==> config.mk <==
export PLATFORM = sky130hd
export DESIGN_NAME = rotate_sequencer_flat
export DESIGN_NICKNAME = d
export VERILOG_FILES = /design/src/rtl/rotate_sequencer_if.sv /design/src/rtl/rotate_sequencer.sv /design/src/flat_wrapper.sv
export SDC_FILE = /design/constraint.sdc
export NUM_CORES = 1
export LEC_CHECK = 0
export ABC_AREA = 0
export BUFFER_PORTS_ARGS = -buffer_cell sky130_fd_sc_hd__buf_2
export CAP_MARGIN = 30
export CORE_ASPECT_RATIO = 0.7
export CORE_MARGIN = 3
export CORE_UTILIZATION = 55
export CTS_CLUSTER_SIZE = 10
export DETAILED_ROUTE_END_ITERATION = 10
export GPL_ROUTABILITY_DRIVEN = 1
export PLACE_DENSITY = 0.74
export SYNTH_ARGS = -nofsm -noshare
export SYNTH_HDL_FRONTEND = slang
export SYNTH_SLANG_ARGS = --single-unit
export TNS_END_PERCENT = 1
==> constraint.sdc <==
create_clock -name clock -period 5.8 [get_ports clock]
set_clock_uncertainty 0.1 [all_clocks]
set_input_delay 0.58 -clock clock [delete_from_list [all_inputs] [get_ports clock]]
set_output_delay 0.58 -clock clock [all_outputs]
set_load 0.01 [all_outputs]
==> src/rtl/rotate_sequencer_if.sv <==
// rtl/rotate_sequencer_if.sv - command and register-control bundle for the rotate sequencer
interface rotate_sequencer_if;
    logic       start;
    logic [7:0] data_in;
    logic       dir_right;
    logic       arith;
    logic [1:0] rate_sel;
    logic [3:0] num_steps;
    logic       stop;
    logic [7:0] par_data;
    logic       par_load_n;
    logic       rotate_right;
    logic       as_right;
    logic       reg_en;
    logic       busy;
    logic       done;
    logic [3:0] step_count;

    modport master (
        output start, data_in, dir_right, arith, rate_sel, num_steps, stop,
        input  par_data, par_load_n, rotate_right, as_right, reg_en, busy, done, step_count
    );

    modport slave (
        input  start, data_in, dir_right, arith, rate_sel, num_steps, stop,
        output par_data, par_load_n, rotate_right, as_right, reg_en, busy, done, step_count
    );
endinterface

==> src/rtl/rotate_sequencer.sv <==
// rtl/rotate_sequencer.sv - load-then-tick control sequencer for the 8-bit rotating register
module rotate_sequencer #(
    parameter int DIV_WIDTH = 26,
    parameter int RATE1     = 4,
    parameter int RATE2     = 16,
    parameter int RATE3     = 50000000
) (
    input  logic                clock,
    input  logic                reset,
    rotate_sequencer_if.slave   bus
);
    typedef enum logic [1:0] {IDLE, LOAD, RUN, DONE} state_t;

    state_t               state;
    logic [1:0]           rate_q;
    logic [3:0]           steps_q;
    logic [DIV_WIDTH-1:0] divider;
    logic [DIV_WIDTH-1:0] period_m1;
    logic [DIV_WIDTH-1:0] div_next;
    logic                 tick;
    logic                 finished;

    // The divider register holds the value for the cycle being presented, so
    // reg_en is high exactly while divider==P-1 and stop sampled on the edge
    // that would open a tick cycle suppresses that tick.
    always_comb begin
        period_m1 = '0;
        case (rate_q)
            2'd1:    period_m1 = DIV_WIDTH'(RATE1 - 1);
            2'd2:    period_m1 = DIV_WIDTH'(RATE2 - 1);
            2'd3:    period_m1 = DIV_WIDTH'(RATE3 - 1);
            default: period_m1 = '0;
        endcase
        div_next = '0;
        if (state == RUN && divider != period_m1)
            div_next = divider + DIV_WIDTH'(1);
        tick     = (div_next == period_m1);
        finished = (steps_q != 4'd0) && (bus.step_count == steps_q);
    end

    always_ff @(posedge clock) begin
        if (reset) begin
            state            <= IDLE;
            rate_q           <= 2'd0;
            steps_q          <= 4'd0;
            divider          <= '0;
            bus.par_data     <= 8'd0;
            bus.par_load_n   <= 1'b1;
            bus.rotate_right <= 1'b0;
            bus.as_right     <= 1'b0;
            bus.reg_en       <= 1'b0;
            bus.busy         <= 1'b0;
            bus.done         <= 1'b0;
            bus.step_count   <= 4'd0;
        end else begin
            case (state)
                IDLE: begin
                    bus.reg_en <= 1'b0;
                    bus.done   <= 1'b0;
                    if (bus.start) begin
                        state            <= LOAD;
                        bus.par_data     <= bus.data_in;
                        bus.rotate_right <= bus.dir_right;
                        bus.as_right     <= bus.arith;
                        rate_q           <= bus.rate_sel;
                        steps_q          <= bus.num_steps;
                        divider          <= '0;
                        bus.step_count   <= 4'd0;
                        bus.par_load_n   <= 1'b0;
                        bus.reg_en       <= 1'b1;
                        bus.busy         <= 1'b1;
                    end
                end
                LOAD, RUN: begin
                    bus.par_load_n <= 1'b1;
                    if (state == RUN && bus.stop) begin
                        state      <= IDLE;
                        bus.reg_en <= 1'b0;
                        bus.busy   <= 1'b0;
                    end else if (state == RUN && finished) begin
                        state      <= DONE;
                        bus.reg_en <= 1'b0;
                        bus.busy   <= 1'b0;
                        bus.done   <= 1'b1;
                    end else begin
                        state      <= RUN;
                        divider    <= div_next;
                        bus.reg_en <= tick;
                        if (tick)
                            bus.step_count <= bus.step_count + 4'd1;
                    end
                end
                DONE: begin
                    state    <= IDLE;
                    bus.done <= 1'b0;
                end
                default: state <= IDLE;
            endcase
        end
    end
endmodule

==> src/flat_wrapper.sv <==
// flat-port wrapper written by rule: the top's interface ports become plain ports
module rotate_sequencer_flat 
#(
    parameter int DIV_WIDTH = 26,
    parameter int RATE1     = 4,
    parameter int RATE2     = 16,
    parameter int RATE3     = 50000000
)
  (clock, reset, bus_start, bus_data_in, bus_dir_right, bus_arith, bus_rate_sel, bus_num_steps, bus_stop, bus_par_data, bus_par_load_n, bus_rotate_right, bus_as_right, bus_reg_en, bus_busy, bus_done, bus_step_count);
  rotate_sequencer_if bus_i ();
  input  logic clock;
  input  logic reset;
  input wire logic [$bits(bus_i.start)-1:0] bus_start;
  input wire logic [$bits(bus_i.data_in)-1:0] bus_data_in;
  input wire logic [$bits(bus_i.dir_right)-1:0] bus_dir_right;
  input wire logic [$bits(bus_i.arith)-1:0] bus_arith;
  input wire logic [$bits(bus_i.rate_sel)-1:0] bus_rate_sel;
  input wire logic [$bits(bus_i.num_steps)-1:0] bus_num_steps;
  input wire logic [$bits(bus_i.stop)-1:0] bus_stop;
  output wire logic [$bits(bus_i.par_data)-1:0] bus_par_data;
  output wire logic [$bits(bus_i.par_load_n)-1:0] bus_par_load_n;
  output wire logic [$bits(bus_i.rotate_right)-1:0] bus_rotate_right;
  output wire logic [$bits(bus_i.as_right)-1:0] bus_as_right;
  output wire logic [$bits(bus_i.reg_en)-1:0] bus_reg_en;
  output wire logic [$bits(bus_i.busy)-1:0] bus_busy;
  output wire logic [$bits(bus_i.done)-1:0] bus_done;
  output wire logic [$bits(bus_i.step_count)-1:0] bus_step_count;
  assign bus_i.start = bus_start;
  assign bus_i.data_in = bus_data_in;
  assign bus_i.dir_right = bus_dir_right;
  assign bus_i.arith = bus_arith;
  assign bus_i.rate_sel = bus_rate_sel;
  assign bus_i.num_steps = bus_num_steps;
  assign bus_i.stop = bus_stop;
  assign bus_par_data = bus_i.par_data;
  assign bus_par_load_n = bus_i.par_load_n;
  assign bus_rotate_right = bus_i.rotate_right;
  assign bus_as_right = bus_i.as_right;
  assign bus_reg_en = bus_i.reg_en;
  assign bus_busy = bus_i.busy;
  assign bus_done = bus_i.done;
  assign bus_step_count = bus_i.step_count;
  rotate_sequencer #(.DIV_WIDTH(DIV_WIDTH), .RATE1(RATE1), .RATE2(RATE2), .RATE3(RATE3)) u_core (.clock(clock), .reset(reset), .bus(bus_i));
endmodule
**Yosys cells after proc, flatten, opt, wreduce, memory -nomap -nowiden**

Index checks and enable logic that the tools add are counted.

- Add/subtract/negate cells: 2
- $mul: 0
- Div/mod/pow operators: 0
- Order comparisons: 0
- Equal/unequal tests: 15
- Shift-type cells: 0
- Muxes and demuxes: 28
- Bitwise gates (word level): 0
- Reductions and logical operators: 15

Operators by type and width:

| operator | count |
|---|---|
| $mux W26 | 4 |
| $pmux W26 S3 | 1 |
| $pmux W26 S2 | 1 |
| $add A26 B1 Y26 const B | 1 |
| $eq A26 B26 Y1 | 1 |
| $ne A26 B26 Y1 | 1 |
| $mux W4 | 4 |
| $mux W1 | 10 |
| $eq A2 B2 Y1 const B | 4 |
| $pmux W1 S2 | 4 |
| $pmux W4 S2 | 1 |
| $ne A2 B2 Y1 const B | 3 |
| $pmux W2 S3 | 1 |
| $reduce_and A2 Y1 | 3 |
| $reduce_and A5 Y1 | 1 |
| $add A4 B1 Y4 const B | 1 |
| $eq A2 B1 Y1 const B | 2 |
| $eq A4 B4 Y1 | 1 |
| $logic_and A1 B1 Y1 | 4 |
| $mux W2 | 2 |
| $ne A2 B1 Y1 const B | 2 |
| $reduce_and A4 Y1 | 1 |
| $reduce_bool A4 Y1 | 1 |
| $reduce_or A2 Y1 | 2 |
| 4 further kinds | 4 |

- Register bits after elaboration: 52
- Latch bits: 0
- Bits in writable memories: 0
- Memory bits (read-only): 0
- Bits of input ports: 20
- Output and inout bits: 18
- Logic and storage cells: 72
- Memories: 0

**Logic depth before layout (Yosys ltp)**

Gate-level depths: netlist of run 1.

- Word-level depth: 10
- Depth in mapped cells: 11
- Mapped depth without buffers: 10

**Worst setup path before layout of run 1**

OpenSTA, ideal clock, no wires.

- Path kind: register to register
- Start: register u_core.divider[0]
- End: register u_core.bus.reg_en
- Library setup time: 0.086 ns
- Arrival time: 3.036 ns
- Data required time: 5.614 ns
- Slack: 2.578 ns
- Cell stages (with the launch flop): 11
- Buffers on the path: 0
- Period minus slack after synthesis: 3.222 ns
- Path through: dfxtp_1 ha_1 nand3_4 nor4_2 and3_1 xor2_1 or4_1 a2111o_2 a311oi_4 nand2_1 a221oi_2

- Longest elaborated chain between the ends: 7
- Elaborated cells between the ends (all ways): 8
- Classes of those cells: add/sub: 1; eq/ne: 2; mux: 4; reduce/logical: 1

Ends and longest elaborated chain:

| what | line | text |
|---|---|---|
| start, declared | rotate_sequencer.sv:17 | `logic [DIV_WIDTH-1:0] divider;` |
| start signal, assigned | rotate_sequencer.sv:87 | `divider <= div_next;` |
| branches (longest 2 deep; another with $add A26 B1 Y26) | - |  |
| $mux W26 * | rotate_sequencer.sv:35 | `if (state == RUN && divider != period_m1)` |
| $eq A26 B26 Y1 * | rotate_sequencer.sv:37 | `tick = (div_next == period_m1);` |
| $mux W1 * | rotate_sequencer.sv:80 | `end else if (state == RUN && finished) begin` |
| $mux W1 * | rotate_sequencer.sv:76 | `if (state == RUN && bus.stop) begin` |
| $pmux W1 S2 * | rotate_sequencer.sv:56 | `case (state)` |
| end signal, assigned | rotate_sequencer.sv:88 | `bus.reg_en <= tick;` |
| end, declared | rotate_sequencer_if.sv:26 | `output par_data, par_load_n, rotate_right, as_right, reg_en, busy, done, step_count` |

Every way passes the cells marked *.
A chain may end at the register's enable or synchronous reset.

**Worst setup path after layout of run 1**

- Start: register u_core.divider[0]
- End: register u_core.bus.step_count[2]

- Longest elaborated chain between the ends: 6
- Elaborated cells between the ends (all ways): 7
- Classes of those cells: add/sub: 1; eq/ne: 3; mux: 1; reduce/logical: 2

Ends and longest elaborated chain:

| what | line | text |
|---|---|---|
| branches (longest 2 deep; another with $add A26 B1 Y26) | - |  |
| $mux W26 * | rotate_sequencer.sv:35 |  |
| $eq A26 B26 Y1 * | rotate_sequencer.sv:37 |  |
| $ne A2 B1 Y1 (no source line) * | - |  |
| $reduce_and A5 Y1 (no source line) * | - |  |
| end signal, assigned | rotate_sequencer.sv:90 | `bus.step_count <= bus.step_count + 4'd1;` |
| end, declared | rotate_sequencer_if.sv:26 |  |

Marked as above.

==> metrics, run 1 <==
remaining routing DRC violations 0; proportion of synthesized chip area in sequential cells 30.3%; clock tree root buffer cell sky130_fd_sc_hd__clkbuf_8; fraction of registers with async set/reset 0%; fill cell total of the finished layout 534; setup total negative slack 0 ns; f_max 239 MHz; Worst EP arrival 4.26 ns; 1st-iter DRT viols 273; Clock Latency Late Sink 0.33 ns; share of layout cells above drive strength 1 13.7%; Worst Setup End Kind flip-flop; Vias/cell about 6.2; Period Utilization, post-route 72.2%; worst vdd rail ir drop 0.000218 V; worst max-slew margin expressed relative to the limit between 30% and 40%; buffers inserted during post-CTS setup optimization 0; area taken by multi-input logic gates 2170 um2; pins over their slew limit 0; first-pass detailed-route iteration total 4; H-tree levels 2; Antenna Nets Post-Route 0; CTS clock-pin slew for the worst setup and hold paths 0.11 ns; Worst Tran Pin Value 0.992 ns; class of the most critical setup path reg2reg; worst hold path type reg2reg; buffer levels on the longest clock path 2; top flip-flop cell by instance count after synthesis sky130_fd_sc_hd__dfxtp_1; data required time at the worst endpoint 5.87 ns; summed instance area of the synthesized netlist 3440 um2; worst-path cell chain ha_1, nand3_4, nor4_2, and3_1, xor2_1, or4_1, a2111o_2, a311oi_4, a21o_2, a31oi_1; Max stage delay cell, worst path sky130_fd_sc_hd__nor4_2; Critical Path Max Stage Delay around 0.72 ns; Top Ports 38; number of nets in the synthesized netlist between 400 and 500; Die Height 72.2 um; wire length per cell after detailed routing ~16 um; HPWL reported at the end of detailed placement 5.91 mm; Hold Violations, Final 0; worst reg2reg setup slack 1.61 ns; yosys synthesis warning count 0; Critical path buffers and inverters 0; die width 101 um; antenna violations before repair 0; crit path max fanout 12; diodes inserted 0; Seq cells post-synth 52; Syn Inst Count 468; via count 3428; final cell count without fillers between 500 and 600; I/O Buffers 37; Worst Slack Setup Final between 1.5 and 2 ns; via count of the first global-routing pass 3080; Total Routed Length approximately 8.7 mm; number of failing setup endpoints in the final timing report 0; aggregate global-route resource usage 25.2%; area of the die 7250 um2; setup repair after global routing missed its margin no; power per cell area 297 nW/um2; kind of start point of the critical path flip-flop; global-route congestion overflow total 0; hold_buf cts 0; status complete, no violations; row count 23; per-instance average area after synthesis 7.35 um2; Final nets 500; placeable core region 5870 um2; starting utilization of the core area between 50% and 60%; RePlAce Congestion roughly 0.93; clock tree from TritonCTS done; Distinct cells, synth 57; number of gates resized after CTS 0; post-placement cell count 541; clock sink count 52; sequential cell area approximately 1000 um2; post-route minimum period 4.19 ns; first-pass GRT wire length 14.9 mm; synth-to-layout area growth 6.30%; number of flops mapped to enable cells by yosys 0; Leak Pwr 0.00134 uW; total of max-cap violations 0; TritonCTS buffer count 5; Worst Setup Slack post-DPL approximately 1.7 ns; critical path's top delay family simple AND/OR/NAND/NOR gates; maximum number of pins on one net before global-route repair 53
-- final timing paths --
path	depth (start not counted)	endpoint	start
hold reg to reg	2	u_core.bus.rotate_right	u_core.bus.rotate_right
hold / removal	2	u_core.bus.rotate_right	u_core.bus.rotate_right
setup reg to reg	10	u_core.bus.step_count[2]	u_core.divider[0]
setup / recovery	10	u_core.bus.step_count[2]	u_core.divider[0]
-- layout by cell type (no fill, tap or decap), types with 8 or more instances in the layout --
cell                      count
sky130_fd_sc_hd__o21ai_0     27
sky130_fd_sc_hd__nand2_1     74
sky130_fd_sc_hd__dfxtp_1     52
sky130_fd_sc_hd__nand4_1     11
sky130_fd_sc_hd__buf_2       37
sky130_fd_sc_hd__inv_1       12
sky130_fd_sc_hd__a21oi_1     52
sky130_fd_sc_hd__nor3_1      15
sky130_fd_sc_hd__xnor2_1      9
sky130_fd_sc_hd__a31oi_1     10
sky130_fd_sc_hd__nor2_1      42
sky130_fd_sc_hd__or3_1        8
sky130_fd_sc_hd__nand3_1     10
sky130_fd_sc_hd__nor4_1       9
-- kinds of logic (layout without fill, tap and decap cells) --
kind of cell / count (synthesis) / count (layout) / synth area share (%)
AO/OA/AOI/OAI: 126 / 126 / 23.7
XOR/XNOR: 15 / 15 / 3.82
adder cells (fa/ha/maj): 7 / 7 / 2.55
buffers and inverters: 53 / 59 / 6.80
flip-flops: 52 / 52 / 30.3
multiplexers: 3 / 3 / 0.910
AND/OR/NAND/NOR: 212 / 212 / 31.9
-- final cells by class --
| cell class | count | share of cell area, % |
|---|---|---|
| inverters | 12 | 1.23 |
| multi-input cells | 363 | 59.4 |
| well taps | 75 | 2.57 |
| flip-flops and latches | 52 | 28.5 |
| repair buffers | 39 | 5.48 |
| clock inverters | 3 | 0.924 |
| clock buffers | 5 | 1.88 |
-- cell usage after synthesis (all sizes together) (2+ instances only) --
cell	n	area, um2
nand2	74	278
a21oi	53	265
dfxtp	52	1040
nor2	42	158
o21ai	27	135
clkbuf	25	93.8
buf	16	95.1
nor3	16	80.1
inv	12	45.0
nand3	12	85.1
nand4	12	90.1
nor4	11	90.1
a31oi	10	62.6
xnor2	9	78.8
a311oi	8	87.6
and2	8	52.6
or3	8	50.1
and3	7	48.8
ha	7	87.6
xor2	6	52.6
a211oi	5	37.5
nand2b	5	31.3
nand3b	4	30.0
o22ai	4	25.0
nand4b	3	26.3
nor2b	3	18.8
or4	3	23.8
a21o	2	17.5
a41oi	2	17.5
mux2i	2	20.0
nor3b	2	15.0
o2111ai	2	17.5
-- per-stage QoR --
step / power, uW / util, % / cell area [um2] / hold WS [ns]
after floorplan: 745 / - / 3440 / 0.345
after global placement: 851 / 60.5 / 3550 / 0.339
after detailed placement: 859 / 60.5 / 3550 / 0.344
after CTS: 1090 / 62.3 / 3650 / 0.360
after global routing: 1170 / 62.3 / 3650 / 0.368
final: 1090 / 62.3 / 3650 / 0.357
-- layer usage --
layer | GRT usage (%) | vias to the layer above | share of wire (%)
met5 | 0 | - | 0
met4 | 7.32 | 0 | 1.3
met3 | 5.19 | 12 | 7.6
met2 | 35.9 | 140 | 42
met1 | 38.0 | 1593 | 49
li1 | - | 1683 | -
-- tightest hold or removal path: stages (launching register included) --
cell	delay, ns
sky130_fd_sc_hd__dfxtp_1	0.32
sky130_fd_sc_hd__nand2_1	0.05
sky130_fd_sc_hd__a21oi_1	0.05
-- flip-flops by register name, summed over array words and instances, names as in the netlist --
register / flops
u_core.bus.done: 1
u_core.bus.par_data: 8
u_core.bus.busy: 1
u_core.bus.as_right: 1
u_core.bus.reg_en: 1
u_core.bus.rotate_right: 1
u_core.bus.step_count: 4
u_core.rate_q: 2
u_core.bus.par_load_n: 1
u_core.steps_q: 4
u_core.divider: 26
u_core.state: 2
-- power breakdown --
part / internal (uW) / leakage [uW] / switching (uW) / total, uW
logic: 145 / 0.000870 / 267 / 412
registers: 399 / 0.000423 / 39.6 / 439
clock network: 91.2 / 0.0000515 / 145 / 236
Power figures use the tool's default switching activity.
==> run 2, diff against run 1 <==
clock period = 4.14 ns   (was 5.8 ns; I/O delays follow)
==> metrics, run 2 (synthesis results as in run 1) <==
number of failing setup endpoints in the final timing report 0; worst-path cell chain ha_1, nand3_4, nor4_4, and3_4, a41oi_1, or4_1, o41a_1, a311oi_4, a21o_2, a31oi_1; remaining routing DRC violations 0; worst max-slew margin expressed relative to the limit between 30% and 40%; first-pass detailed-route iteration total 5; total of max-cap violations 0; max reg flops 26; Hold Violations, Final 0; clock tree root buffer cell sky130_fd_sc_hd__clkbuf_8; buffers inserted during post-CTS setup optimization 0; commonest non-fill, non-tap cells in the layout 74 x sky130_fd_sc_hd__nand2_1, 53 x sky130_fd_sc_hd__a21oi_1, 52 x sky130_fd_sc_hd__dfxtp_1; utilization after layout 63.0%; Most flops, register u_core.divider; Antenna Nets Post-Route 0; biggest registers after layout u_core.divider (26), u_core.bus.par_data (8); area of the die 7250 um2; Worst Tran Pin Value ~0.99 ns; post-route minimum period slightly below 4 ns; Leak Pwr 0.00137 uW; Period Utilization, post-route 92.8%; starting utilization of the core area about three fifths; kind of start point of the critical path flip-flop; H-tree levels 2; worst hold path type in2reg; row count 23; clock sink count 52; 1st-iter DRT viols 293; Worst EP arrival around 3.9 ns; power per cell area 412 nW/um2; Vias/cell between 6 and 7; aggregate global-route resource usage between 20% and 30%; status complete, no violations; f_max 260 MHz; class of the most critical setup path reg2reg; placeable core region 5870 um2; synth-to-layout area growth 7.53%; Critical Path Max Stage Delay between 0.5 and 0.6 ns; Clock Latency Late Sink 0.31 ns; TritonCTS buffer count 5; critical path's top delay family simple AND/OR/NAND/NOR gates; buffer levels on the longest clock path 2; Worst Setup End Kind flip-flop; die width 101 um; share of layout cells above drive strength 1 14.8%; RePlAce Congestion between 0.8 and 0.9; HPWL reported at the end of detailed placement 6.20 mm; setup total negative slack 0 ns; Final nets 507; Die Height 72.2 um; crit path max fanout 12; setup repair after global routing missed its margin no; maximum number of pins on one net before global-route repair 53; via count 3420; pins over their slew limit 0; Critical path buffers and inverters 0; first-pass GRT wire length 15.1 mm; I/O Buffers 37; Max stage delay cell, worst path sky130_fd_sc_hd__dfxtp_1; wire length per cell after detailed routing 15.8 um; clock tree from TritonCTS done; antenna violations before repair 0; hold_buf cts 0; most frequent standard cell in the layout excluding fill and tap cells sky130_fd_sc_hd__nand2_1; number of gates resized after CTS 0; data required time at the worst endpoint 4.20 ns; global-route congestion overflow total 0; via count of the first global-routing pass 3023; Top Ports 38; Total Routed Length between 8 and 9 mm; diodes inserted 0; CTS clock-pin slew for the worst setup and hold paths 0.11 ns; worst vdd rail ir drop 0.000216 V
[run 2: cell types whose count changed in the layout (fill, tap and decap cells not counted)]
cell and change:
sky130_fd_sc_hd__buf_4 +7, sky130_fd_sc_hd__a21oi_1 +1, sky130_fd_sc_hd__a21oi_2 -1, sky130_fd_sc_hd__clkinv_8 -1
sky130_fd_sc_hd__clkinvlp_4 +1, sky130_fd_sc_hd__inv_6 -1, sky130_fd_sc_hd__inv_8 +1
[run 2: final cells by class]
| type | instances | area [um2] |
|---|---|---|
| timing repair buffer | 46 | 253 |
| clock buffer | 5 | 68.8 |
| inverter | 12 | 45.0 |
| fill | 561 | 2170 |
| clock inverter | 3 | 27.5 |
| tap | 75 | 93.8 |
| sequential | 52 | 1040 |
| multi-input combinational | 363 | 2170 |
[run 2: worst reg2reg max path: stages (launching register included)]
cell                       delay, ns
sky130_fd_sc_hd__dfxtp_1        0.55
sky130_fd_sc_hd__ha_1           0.40
sky130_fd_sc_hd__nand3_4        0.19
sky130_fd_sc_hd__nor4_4         0.35
sky130_fd_sc_hd__and3_4         0.25
sky130_fd_sc_hd__a41oi_1        0.11
sky130_fd_sc_hd__or4_1          0.55
sky130_fd_sc_hd__o41a_1         0.42
sky130_fd_sc_hd__a311oi_4       0.48
sky130_fd_sc_hd__a21o_2         0.21
sky130_fd_sc_hd__a31oi_1        0.07
[run 2: routing by layer]
layer / GRT usage [%] / wire length [um]
met1: 40.5 / 4330
met2: 35.5 / 3630
met3: 4.42 / 758
met4: 5.53 / 68
met5: 0 / 0
[run 2: worst paths after layout]
kind / from / slack [ns] / cells after the start / endpoint
worst max-delay path: u_core.divider[0] / 0.30 / 10 / u_core.bus.step_count[2]
worst min register to register: u_core.bus.par_data[7] / 0.36 / 2 / u_core.bus.par_data[7]
worst max register to register: u_core.divider[0] / 0.30 / 10 / u_core.bus.step_count[2]
worst min-delay path: bus_dir_right / 0.22 / 3 / u_core.bus.rotate_right
[run 2: where the power goes]
group          total (uW)  leakage (uW)  switching [uW]  internal [uW]
registers             615      0.000423            56.0            559
clock network         315     0.0000463             190            125
logic                 592      0.000903             382            210
[run 2: metrics by stage]
stage          cells  worst slack [ns]  cell area, um2  hold slack [ns]  power, uW
2_1_floorplan    468             0.918            3440            0.345       1040
3_3_place_gp     548             0.512            3600            0.339       1190
3_5_place_dp     548             0.371            3600            0.344       1210
4_1_cts          556             0.334            3700            0.211       1530
5_1_grt          556            0.0768            3700            0.222       1630
6_report         556             0.299            3700            0.223       1520
